[config.mk]
export PLATFORM = sky130hd
export DESIGN_NAME = down_counter
export DESIGN_NICKNAME = d
export VERILOG_FILES = /design/src/rtl/down_counter_pkg.sv /design/src/rtl/down_counter.sv
export SDC_FILE = /design/constraint.sdc
export NUM_CORES = 1
export LEC_CHECK = 0
export CAP_MARGIN = 20
export CORE_MARGIN = 3
export CORE_UTILIZATION = 45
export DETAILED_ROUTE_END_ITERATION = 8
export PLACE_DENSITY = 0.7
export SLEW_MARGIN = 10
export SYNTH_ARGS = -nofsm -noshare
export SYNTH_HDL_FRONTEND = slang
export SYNTH_SLANG_ARGS = --single-unit
[constraint.sdc]
create_clock -name clock -period 2.4 [get_ports clock]
set_input_delay 0.48 -clock clock [delete_from_list [all_inputs] [get_ports clock]]
set_output_delay 0.48 -clock clock [all_outputs]
set_load 0.05 [all_outputs]
[src/rtl/down_counter_pkg.sv]
// Shared counter definitions: FSM state encoding and default datapath width.
// Latency: n/a (declarations only).
// Backpressure: n/a.
package down_counter_pkg;

    // Default count width, common to the up and down counters.
    localparam int DEFAULT_WIDTH = 4;

    // Timer FSM state encoding.
    typedef enum logic [1:0] {
        ST_IDLE = 2'b00,
        ST_RUN  = 2'b01,
        ST_DONE = 2'b10
    } state_e;

endpackage : down_counter_pkg

[src/rtl/down_counter.sv]
// Loadable countdown timer with one-shot and auto-reload modes.
// Latency: every output is registered; a load is visible one edge after it is sampled.
// Backpressure: enable low pauses the run and holds the count; there is no output handshake.
module down_counter
    import down_counter_pkg::*;
#(
    parameter int WIDTH = DEFAULT_WIDTH
) (
    input  logic             clock,
    input  logic             reset,
    input  logic             enable,
    input  logic             load,
    input  logic [WIDTH-1:0] load_value,
    input  logic             stop,
    input  logic             auto_reload,
    output logic [WIDTH-1:0] count,
    output logic             busy,
    output logic             done,
    output logic             terminal
);

    localparam logic [WIDTH-1:0] ZERO = '0;
    localparam logic [WIDTH-1:0] ONE  = {{(WIDTH-1){1'b0}}, 1'b1};

    state_e           state_q,    state_d;
    logic [WIDTH-1:0] count_q,    count_d;
    logic [WIDTH-1:0] reload_q,   reload_d;
    logic             busy_q,     busy_d;
    logic             done_q,     done_d;
    logic             terminal_q, terminal_d;

    // Next-state and next-count: load beats stop, stop beats decrement.
    always_comb begin
        state_d    = state_q;
        count_d    = count_q;
        reload_d   = reload_q;
        terminal_d = 1'b0;

        if (load) begin
            if (load_value != ZERO) begin
                // Starting (or restarting) a run never produces a terminal pulse.
                count_d  = load_value;
                reload_d = load_value;
                state_d  = ST_RUN;
            end else begin
                // A zero load is an immediate completion.
                count_d    = ZERO;
                state_d    = ST_DONE;
                terminal_d = 1'b1;
            end
        end else if (stop) begin
            // Abort: count is left where it was so software can read it.
            state_d = ST_IDLE;
        end else if (state_q == ST_RUN && enable) begin
            if (count_q > ONE) begin
                count_d = count_q - ONE;
            end else begin
                // Zero-crossing: count_q is 1 here (0 cannot occur in RUN).
                terminal_d = 1'b1;
                if (auto_reload) begin
                    count_d = reload_q;
                end else begin
                    count_d = ZERO;
                    state_d = ST_DONE;
                end
            end
        end

        busy_d = (state_d == ST_RUN);
        done_d = (state_d == ST_DONE);
    end

    // All state registers; synchronous reset overrides every input.
    always_ff @(posedge clock) begin
        if (reset) begin
            state_q    <= ST_IDLE;
            count_q    <= ZERO;
            reload_q   <= ZERO;
            busy_q     <= 1'b0;
            done_q     <= 1'b0;
            terminal_q <= 1'b0;
        end else begin
            state_q    <= state_d;
            count_q    <= count_d;
            reload_q   <= reload_d;
            busy_q     <= busy_d;
            done_q     <= done_d;
            terminal_q <= terminal_d;
        end
    end

    assign count    = count_q;
    assign busy     = busy_q;
    assign done     = done_q;
    assign terminal = terminal_q;

endmodule : down_counter
Yosys cells after proc, flatten, opt, wreduce, memory -nomap -nowiden
Index checks and enable logic that the tools add are counted.
{"block": "op_classes", "n_lt_le_gt_ge": 1, "reduce_logical": 5, "mux": 17, "n_eq_ne": 4, "add_sub_neg": 1}
{"op": "4-bit two-way mux", "count": 6}
{"op": "2-bit two-way mux", "count": 6}
{"op": "1-bit two-way mux", "count": 5}
{"op": "2-bit by 1-bit equality test with 1-bit output, second input constant", "count": 2}
{"op": "4-bit by 1-bit > comparator with 1-bit output, second input constant", "count": 1}
{"op": "2-bit AND reduction", "count": 2}
{"op": "4-bit nonzero test", "count": 1}
{"op": "4-bit by 1-bit subtractor with 4-bit output, second input constant", "count": 1}
{"op": "2-bit equality test, second input constant", "count": 1}
{"op": "2-bit inequality test, second input constant", "count": 1}
{"op": "2-bit nonzero test", "count": 1}
{"op": "1-bit logical AND", "count": 1}
{"block": "word_totals", "out_inout_bits": 7, "regBits": 13, "wordCells": 34, "inputBits": 10}

Depth between registers and ports, before layout
Gate-level depths: netlist (run 1).
{"block": "logic_depth", "ltp_word": 6, "mapped_depth": 6, "mapped_depth_nobuf": 6}

Worst setup path before layout (run 1)
Ideal clock, no wire load.
{"block": "synth_path", "path_type": "flip-flop to flip-flop", "from": "register count_q[0] (netlist: count[0])", "to": "register count_q[3] (netlist: count[3])", "synth_period_minus_slack_ns": 1.887, "path_stages_with_launch": 7, "arrival_time_ns": 1.783, "path_buffers": 0, "setup_ns": 0.103, "required_time_ns": 2.297, "setup_slack_ns": 0.513, "path_cell_list": "dfxtp_1 -> inv_1 -> ha_1 -> or2_2 -> nor2_1 -> mux2i_1 -> a2111oi_2"}
{"block": "synth_via", "elab_chain_cells": 5, "elab_cells_between_ends": 6, "classes_between": "add/sub: 1; order compare: 1; mux: 4"}
{"element": "from (decl)", "line": "down_counter.sv:26", "rtl": "logic [WIDTH-1:0] count_q, count_d;"}
{"element": "from (signal assigned)", "line": "down_counter.sv:84", "rtl": "count_q <= count_d;"}
{"element": "4-bit by 1-bit subtractor with 4-bit output / 4-bit by 1-bit > comparator with 1-bit output (equally long branches)", "line": "down_counter.sv:56, down_counter.sv:55"}
{"element": "4-bit two-way mux (*)", "line": "down_counter.sv:55", "rtl": "if (count_q > ONE) begin"}
{"element": "4-bit two-way mux (*)", "line": "down_counter.sv:54", "rtl": "end else if (state_q == ST_RUN && enable) begin"}
{"element": "4-bit two-way mux (*)", "line": "down_counter.sv:51", "rtl": "end else if (stop) begin"}
{"element": "4-bit two-way mux (*)", "line": "down_counter.sv:39", "rtl": "if (load) begin"}
Every way passes the cells marked *; elsewhere a longest branch is shown, timed or not. The select of a mux whose other input is x is not followed.
A chain may end at the register's enable or synchronous reset.

Final worst setup path (run 1)
{"block": "layout_path", "from": "register count_q[2] (netlist: count[2])", "to": "output count[2]"}
{"element": "to (decl)", "line": "down_counter.sv:16", "rtl": "output logic [WIDTH-1:0] count,"}
No word-level cell between the ends.

==> impl_metrics.yaml, run 1 <==
outcome:
  status: "complete, no violations"
clocking:
  hold_buffers: 0
  clock-sinks: 13
  cts_tree: "done"
  htree_levels: 1
  insertion_delay_ns: 0.27
  numCtsBuffers: 3
  post-cts-setup-buffer-count: 0
  cts_resized: 0
  clk_pin_slew_ns: 0.08
  clockRootBuffer: "clkbuf_4"
  cts_buffer_depth: 2
timing:
  holdWs_ns: 0.4696
  slew_viol_final: 0
  finalSetupViolations: 0
  final.period_utilization_pct: 84.99
  min_period_ns: 2.040
  tns_ns: 0
  hold_violations: 0
  max_clock_freq_mhz: 490.3
  relSlewSlack_pct: 63.18
  worst_clock_skew_ns: 0.005079
  rsz0062_at_grt: "no"
  worst_pin_slew_ns: 0.5506
logic_synthesis:
  synthFlopType: "dfxtp_1"
  synth.avg_cell_area_um2: 9.375
  synth.distinct_cells: 30
  syn_area_um2: 684.4
  synthSimpleGateAreaFrac_pct: 26.87
  synth_top_area_share_pct: 38.03
  synth_top_cell_by_area: "dfxtp_1"
  synth_top_family_by_area: "simple AND/OR/NAND/NOR gates"
  yosysMostFrequentCell: "dfxtp_1"
  synth_area_leaders: "dfxtp_1 (38%), nor2_1 (6.6%), a22oi_1 (5.5%)"
  syn_inst: 73
  synth-xor-area-share_pct: 0
  synth.area.mux_share_pct: 4.388
  synthArstFlopShare_pct: 0
  synth_common_cells: "dfxtp_1 (13), nor2_1 (12), a22oi_1 (5), nand2_1 (5)"
  yosys.area_share.adder_pct: 3.656
  synth_edf_count: 0
  ys_seq_area_share_pct: 38.03
  ys_ff_latch: 13
  ys_warn_count: 0
  syn_nets: 85
  synth_compound_area_share_pct: 24.68
die:
  coreArea_mm2: 0.001366
  io_pins: 17
  die_area_mm2: 0.002025
  die_y_um: 45
  die_w_um: 45
  initial_core_util_pct: 50.09
  fp-row-count: 13
placed_design:
  portBuffers: 16
  place_inst: 103
  gp_congestion: 0.8259
  placed_area_um2: 862.1
  place_hpwl_um: 1175
pwr:
  total_leakage_power_uw: 0.0003268
  ir_drop_uv: 319.5
  power.density_mw_per_mm2: 560.5
detailed_routing:
  vias_per_cell: 5.729
  routed_wl_um: 1460
  remaining_drc_errors: 0
  dr_total_vias: 613
  first_pass_iters: 4
  wl_per_cell_um: 13.64
  drtIter0Drc: 11
  ant_nets: 0
final_layout:
  finalInstanceArea_um2: 888.4
  nNetsFinal: 105
  diodes: 0
  fin_cells: 107
  utilization_pct: 65.02
  drive_gt1_share_pct: 15.22
  area_growth_pct: 29.80
critical_path:
  cp.arrival_ns: 1.56
  critPathRequiredTime_ns: 1.92
  end_kind: "output pin"
  max_stage_delay_ns: 0.84
  worstSetupStartpointType: "flip-flop"
  cp_cell_sequence: "clkdlybuf4s50_1"
  path_class: "reg2out"
  critPathBufInv: 1
  crit_family: "buffers and inverters"
  path_max_fanout: 7
  critPathSlowestCell: "clkdlybuf4s50_1"
grt:
  track_usage_pct: 16.05
  antenna_found_initial: 0
  overflow: 0
  grt_pass1_vias: 539
  grt_max_degree: 15
  grt_pass1_wl_um: 2359
hold_path:
  hold_class: "reg2reg"
flow_run:
  cap_violations: 0
-- power by group --
part           internal, uW  switching [uW]  total (uW)
logic                  57.3            68.2         125
registers               227            11.4         239
clock network          64.3            69.5         134
-- logic make-up after synthesis --
family,after synthesis
and+or+nand+nor,33
buffers and inverters,4
DFF,13
muxes,3
adders and majority gates,2
AOI/OAI and AO/OA,18
-- worst paths after layout --
kind | start | to | slack, ns | depth (start not counted)
worst max-delay path | count[2] | count[2] | 0.36 | 1
worst min-delay path | reload_q[2] | reload_q[2] | 0.47 | 2
worst max register to register | count[0] | count[3] | 0.71 | 6
worst min register to register | reload_q[2] | reload_q[2] | 0.47 | 2
-- cell usage in the layout, fill, tap and decap left out, drive strengths merged, types with 2 or more instances in the layout --
cell type | netlist | routed
nor3b | 2 | 2
ha | 2 | 2
nand2 | 5 | 5
a31oi | 2 | 2
clkbuf | 1 | 4
mux2i | 3 | 3
nor3 | 3 | 3
a21oi | 2 | 2
clkdlybuf4s50 | 0 | 16
inv | 2 | 2
and4bb | 2 | 2
or2 | 2 | 2
and2 | 2 | 2
a22oi | 5 | 5
nor2b | 2 | 2
nor2 | 12 | 12
o2bb2ai | 2 | 2
dfxtp | 13 | 13
-- metal layers --
metal / routed length, um / share of wire, % / GRT usage, % / vias up
li1: - / - / - / 311
met4: 2 / 0.14 / 10.53 / 0
met1: 679 / 47 / 23.17 / 280
met5: 0 / 0 / 0 / -
met2: 697 / 48 / 21.75 / 20
met3: 80 / 5.5 / 2.390 / 2
-- per-stage QoR --
stage,total power (uW),setup slack (ns)
3_5_place_dp,369.8,0.3946
4_1_cts,503.7,0.3438
3_3_place_gp,368.3,0.3870
2_1_floorplan,322.1,0.5131
6_report,497.9,0.3603
5_1_grt,521.9,0.3000
-- registers in the layout (all words and copies together), names as in the netlist --
| signal | flops |
|---|---|
| count | 4 |
| reload_q | 4 |
| state_q | 2 |
| busy | 1 |
| done | 1 |
| terminal | 1 |
-- area by class of cell --
type                            instances  area [um2]
Clock buffer                            4       26.28
Multi-Input combinational cell         56       407.9
Timing Repair Buffer                   17       167.7
Sequential cell                        13       260.3
Fill cell                             125       478.0
Inverter                                2       7.507
Tap cell                               15       18.77
Power figures use the tool's default switching activity.
==> run 2, diff against run 1 <==
- CORE_UTILIZATION: 45 -> 42
- PLACE_DENSITY: 0.7 -> 0.69
- clock period: 2.4 -> 1.7 ns (I/O delays scaled with it)
==> run 2 against run 1 <==
  * Routed wire length increased by 7.7%
  * Critical path depth is 5 higher
  * Sequential cell count did not move
  * Combinational power increased by 62%
  * Largest cell class unchanged
  * Die area rose by 6.2%
  * Count of clock-buffer cells in the layout did not move
  * Global-route usage rose by 2.2 points
  * Hold slack better by 0.0057 ns
==> impl_metrics.yaml, run 2 (same netlist as run 1, synthesis figures left out) <==
pwr:
  ir_drop_uv: 610.3
  total_leakage_power_uw: 0.0003954
  power.density_mw_per_mm2: 752.9
  power_uw: 736.6
timing:
  hold_violations: 0
  relSlewSlack_pct: 78.00
  final.period_utilization_pct: 90.58
  min_period_ns: 1.540
  finalSetupViolations: 0
  tns_ns: 0
  finalWorstSetupSlack_ns: 0.1601
  max_clock_freq_mhz: 649.4
  slew_viol_final: 0
  worst_pin_slew_ns: 0.3289
  rsz0062_at_grt: "no"
  worst_clock_skew_ns: 0.003714
grt:
  grt_pass1_wl_um: 2739
  antenna_found_initial: 0
  track_usage_pct: 18.30
  overflow: 0
  grt_max_degree: 9
  grt_pass1_vias: 621
clocking:
  numCtsBuffers: 3
  hold_buffers: 0
  cts_buffer_depth: 2
  cts_tree: "done"
  post-cts-setup-buffer-count: 0
  insertion_delay_ns: 0.28
  clockRootBuffer: "clkbuf_4"
  clock-sinks: 13
  clk_pin_slew_ns: 0.08
  htree_levels: 1
detailed_routing:
  ant_nets: 0
  remaining_drc_errors: 0
  wl_per_cell_um: 13.44
  routed_wl_um: 1573
  drtIter0Drc: 8
  dr_total_vias: 646
  first_pass_iters: 4
  vias_per_cell: 5.521
placed_design:
  place_ws_ns: -0.09193
  place_hpwl_um: 1265
  portBuffers: 16
  gp_congestion: 0.7937
flow_run:
  cap_violations: 0
die:
  io_pins: 17
  initial_core_util_pct: 48.36
  fp-row-count: 13
  coreArea_mm2: 0.001415
  die_y_um: 46.37
  die_area_mm2: 0.002150
  die_w_um: 46.37
critical_path:
  crit_cells: 6
  max_stage_delay_ns: 0.38
  crit_family: "flip-flops"
  endpoint: "count[3]"
  worstSetupStartpointType: "flip-flop"
  cp.arrival_ns: 1.72
  reg2reg_from: "count[0]"
  r2r_cells: 6
  critPathBufInv: 1
  cp_cell_sequence: "inv_1, ha_1, or2_4, nor2_1, mux2i_1, a2111oi_2"
  r2r_slack_ns: 0.16
  cp-startpoint: "count[0]"
  path_class: "reg2reg"
  r2r-end: "count[3]"
  end_kind: "flip-flop"
  critPathRequiredTime_ns: 1.88
  path_max_fanout: 6
  critPathSlowestCell: "dfxtp_4"
final_layout:
  drive_gt1_share_pct: 32.35
  diodes: 0
  area_growth_pct: 42.96
  fillCellCount: 120
  layout_common_cells: "buf_4 (16), nor2_1 (12), dfxtp_1 (11), clkdlybuf4s50_1 (9)"
  nNetsFinal: 115
  final_common_cell: "buf_4"
outcome:
  status: "complete, no violations"
hold_path:
  hold_class: "reg2reg"
-- run 2: cell count changes in the layout (fill, tap and decap cells not counted) --
cell,delta
buf_4,+15
dfxtp_4,+1
or2_4,+1
dfxtp_2,+1
buf_12,+2
or2_2,-1
clkdlybuf4s50_1,-7
dfxtp_1,-2
-- run 2: layer usage --
layer	up-vias	wire, um	GRT usage (%)
li1	331	-	-
met2	13	753	27.47
met4	0	46	11.36
met3	7	62	3.125
met1	295	712	23.94
met5	-	0	0
-- run 2: worst min-delay path by stage --
| stage | cells after the start | start | to | slack, ns |
|---|---|---|---|---|
| finish | 2 | reload_q[2] | reload_q[2] | 0.48 |
| CTS | 2 | reload_q[2] | reload_q[2] | 0.47 |
| floorplan | 1 | reset | count[3] | 0.41 |
| detailed placement | 2 | reload_q[2] | reload_q[2] | 0.46 |
| global placement | 2 | reload_q[2] | reload_q[2] | 0.44 |
| global route | 2 | reload_q[2] | reload_q[2] | 0.51 |
-- run 2: what timing repair did --
action                     4_1_cts  5_1_grt
setup endpoints to repair        0        1
hold endpoints to repair         0        0
gates resized for setup          0        2
-- run 2: stage by stage --
step / utilization (%) / cell area, um2 / hold WS, ns / std cells
final: 69.14 / 978.4 / 0.4753 / 117
after global routing: 69.14 / 978.4 / 0.5082 / 117
after CTS: 68.79 / 973.4 / 0.4686 / 117
after detailed placement: 66.93 / 947.2 / 0.4564 / 113
after global placement: 66.93 / 947.2 / 0.4417 / 113
after floorplan: - / 686.9 / 0.4089 / 73
-- run 2: final cells by class --
class / instances / area (um2) / share of cell area [%]
Inverter: 2 / 7.507 / 0.7673
Tap cell: 15 / 18.77 / 1.918
Multi-Input combinational cell: 56 / 410.4 / 41.94
Clock buffer: 4 / 26.28 / 2.685
Sequential cell: 13 / 265.3 / 27.11
Timing Repair Buffer: 27 / 250.2 / 25.58
-- run 2: power breakdown --
group / switching [uW] / internal [uW] / leakage (uW)
sequential: 17.8 / 321 / 0.000108
clock: 105 / 91.0 / 0.0000150
combinational: 100 / 102 / 0.000272
total: 223 / 514 / 0.000395
-- run 2: worst register-to-register path, cell delays in order (launching register included) --
cell	delay [ns]
dfxtp_4	0.38
inv_1	0.04
ha_1	0.22
or2_4	0.27
nor2_1	0.09
mux2i_1	0.09
a2111oi_2	0.35
==> run 3, diff against run 2 <==
- CORE_UTILIZATION: 42 -> 38
- PLACE_DENSITY: 0.69 -> 0.6
- SETUP_SLACK_MARGIN: unset -> 0.02
- clock period: 1.7 -> 1.49 ns (I/O delays scaled with it)
==> run 3 against run 2 <==
  * Final area rose by 16%
  * First-iteration DRC count grew 140%
  * Fmax increased by 4.9%
  * Critical endpoint is now count[0]
  * Hold slack better by 0.0018 ns
  * Global-route usage is 3.3 points lower
  * Combinational power increased by 38%
  * Sequential cell count stayed put
  * Clock skew grew 0.0044 ns
  * Utilization up 2.4 points
  * Routed wire length rose by 7.8%
  * Sequential power up 15%
==> impl_metrics.yaml, run 3 (same netlist as run 1, synthesis figures left out) <==
hold_path:
  hold_class: "reg2reg"
  min_delay_worst_endpoint: "reload_q[2]"
  worstHoldStart: "reload_q[2]"
  hold_depth: 2
clocking:
  insertion_delay_ns: 0.27
  clockRootBuffer: "clkbuf_4"
  numCtsBuffers: 3
  cts_tree: "done"
  cts_buffer_depth: 2
  htree_levels: 1
  clock-sinks: 13
  hold_buffers: 0
  clk_pin_slew_ns: 0.09
timing:
  finalSetupViolations: 0
  max_clock_freq_mhz: 681.1
  slew_viol_final: 0
  holdWs_ns: 0.4771
  worst_clock_skew_ns: 0.008091
  relSlewSlack_pct: 72.99
  worst_pin_slew_ns: 0.4039
  tns_ns: 0
  min_period_ns: 1.468
  final.period_utilization_pct: 98.53
  rsz0062_at_grt: "yes"
  hold_violations: 0
pwr:
  ir_drop_uv: 581.1
  clkPwrFrac_pct: 24.8
  intPower_uw: 619.0
  power_uw: 887.0
  swShare_pct: 30.22
  total_leakage_power_uw: 0.0004568
  seqPwrFrac_pct: 43.7
  power_switching_uw: 268.1
  combPwrFrac_pct: 31.4
  power.density_mw_per_mm2: 778.2
critical_path:
  r2r_slack_ns: 0.02
  cp_cell_sequence: "inv_2, ha_4, or2_4, and2_4, buf_4, mux2i_1, o2bb2ai_1"
  r2r_cells: 7
  crit_family: "simple AND/OR/NAND/NOR gates"
  cp.arrival_ns: 1.67
  end_kind: "flip-flop"
  critPathSlowestCell: "dfxtp_4"
  critPathRequiredTime_ns: 1.69
  path_max_fanout: 4
  max_stage_delay_ns: 0.38
  reg2reg_from: "count[0]"
  critPathBufInv: 2
  worstSetupStartpointType: "flip-flop"
  r2r-end: "count[0]"
  path_class: "reg2reg"
detailed_routing:
  vias_per_cell: 5.262
  first_pass_iters: 4
  ant_nets: 0
  routed-wl-met3_um: 82
  remaining_drc_errors: 0
  drtIter0Drc: 19
  routedLengthMet1_um: 817
  wl_per_cell_um: 13.05
  dr_total_vias: 684
  dr_wl_met2_um: 791
  routed_wl_um: 1696
  top_layer: "met4"
final_layout:
  finalInstanceArea_mm2: 0.001140
  diodes: 0
  fillCellCount: 118
  nNetsFinal: 119
  final_common_cell: "buf_4"
  drive_gt1_share_pct: 44.34
  area_growth_pct: 66.54
  layout_common_cells: "buf_4 (15), nor2_1 (11), dfxtp_1 (9), clkdlybuf4s50_1 (7), buf_12 (7)"
die:
  die_area_mm2: 0.002346
  die_w_um: 48.44
  coreArea_mm2: 0.001594
  die_y_um: 48.44
  initial_core_util_pct: 42.94
  fp-row-count: 14
  io_pins: 17
flow_run:
  cap_violations: 0
placed_design:
  placed_area_mm2: 0.001074
  portBuffers: 16
  gp_congestion: 0.8029
  place_hpwl_um: 1366
outcome:
  status: "complete, no violations"
grt:
  track_usage_pct: 14.97
  grt_pass1_wl_um: 2829
  grt_pass1_vias: 644
  grt_max_degree: 10
  overflow: 0
  antenna_found_initial: 0
-- run 3: cell count changes in the layout (fill, tap and decap cells not counted), sizes merged --
cell | before | now
dlymetal6s2s | 0 | 2
clkdlybuf4s50 | 9 | 7
buf | 18 | 22
-- run 3: power by group through the flow --
stage,Combinational [uW],Clock (uW),Sequential (uW)
finish,279,220,388
global route,298,250,391
CTS,266,229,387
detailed placement,265,0,395
global placement,262,0,395
floorplan,102,0,426
-- run 3: layout make-up --
class | instances | area [um2] | share of cell area [%]
Tap cell | 24 | 30.03 | 2.634
Multi-Input combinational cell | 56 | 455.4 | 39.96
Sequential cell | 13 | 270.3 | 23.71
Timing Repair Buffer | 31 | 347.8 | 30.52
Clock buffer | 4 | 26.28 | 2.305
Inverter | 2 | 10.01 | 0.8782
-- run 3: worst max path at each step --
stage | start | end | slack [ns] | depth (start not counted)
CTS | count[1] | count[3] | 0.02 | 6
global placement | auto_reload | busy | -0.23 | 5
finish | count[0] | count[0] | 0.02 | 7
global route | count[0] | count[3] | -0.05 | 6
floorplan | count[0] | count[3] | -0.02 | 6
detailed placement | auto_reload | busy | -0.25 | 5
-- run 3: worst register-to-register path, cell delays in order, from the launching register on --
cell	delay (ns)
dfxtp_4	0.38
inv_2	0.04
ha_4	0.15
or2_4	0.27
and2_4	0.15
buf_4	0.14
mux2i_1	0.14
o2bb2ai_1	0.13
-- run 3: what timing repair did --
item / in CTS / in global routing
setup buffers: 0 / 2
endpoints found under the hold margin: 0 / 0
gates resized for setup: 0 / 6
setup endpoints to repair: 0 / 3
-- run 3: routing by layer --
layer	global-route usage [%]	vias up
li1	-	338
met1	21.21	324
met2	23.85	20
met3	1.840	2
met4	4.265	0
met5	0	-
-- run 3: metrics by stage --
| step | cells | worst slack [ns] | utilization [%] |
|---|---|---|---|
| after floorplan | 73 | -0.02037 | - |
| after CTS | 128 | 0.02126 | 69.00 |
| after global placement | 124 | -0.2315 | 67.35 |
| final | 130 | 0.02186 | 71.51 |
| after detailed placement | 124 | -0.2458 | 67.35 |
| after global routing | 130 | -0.04649 | 71.51 |
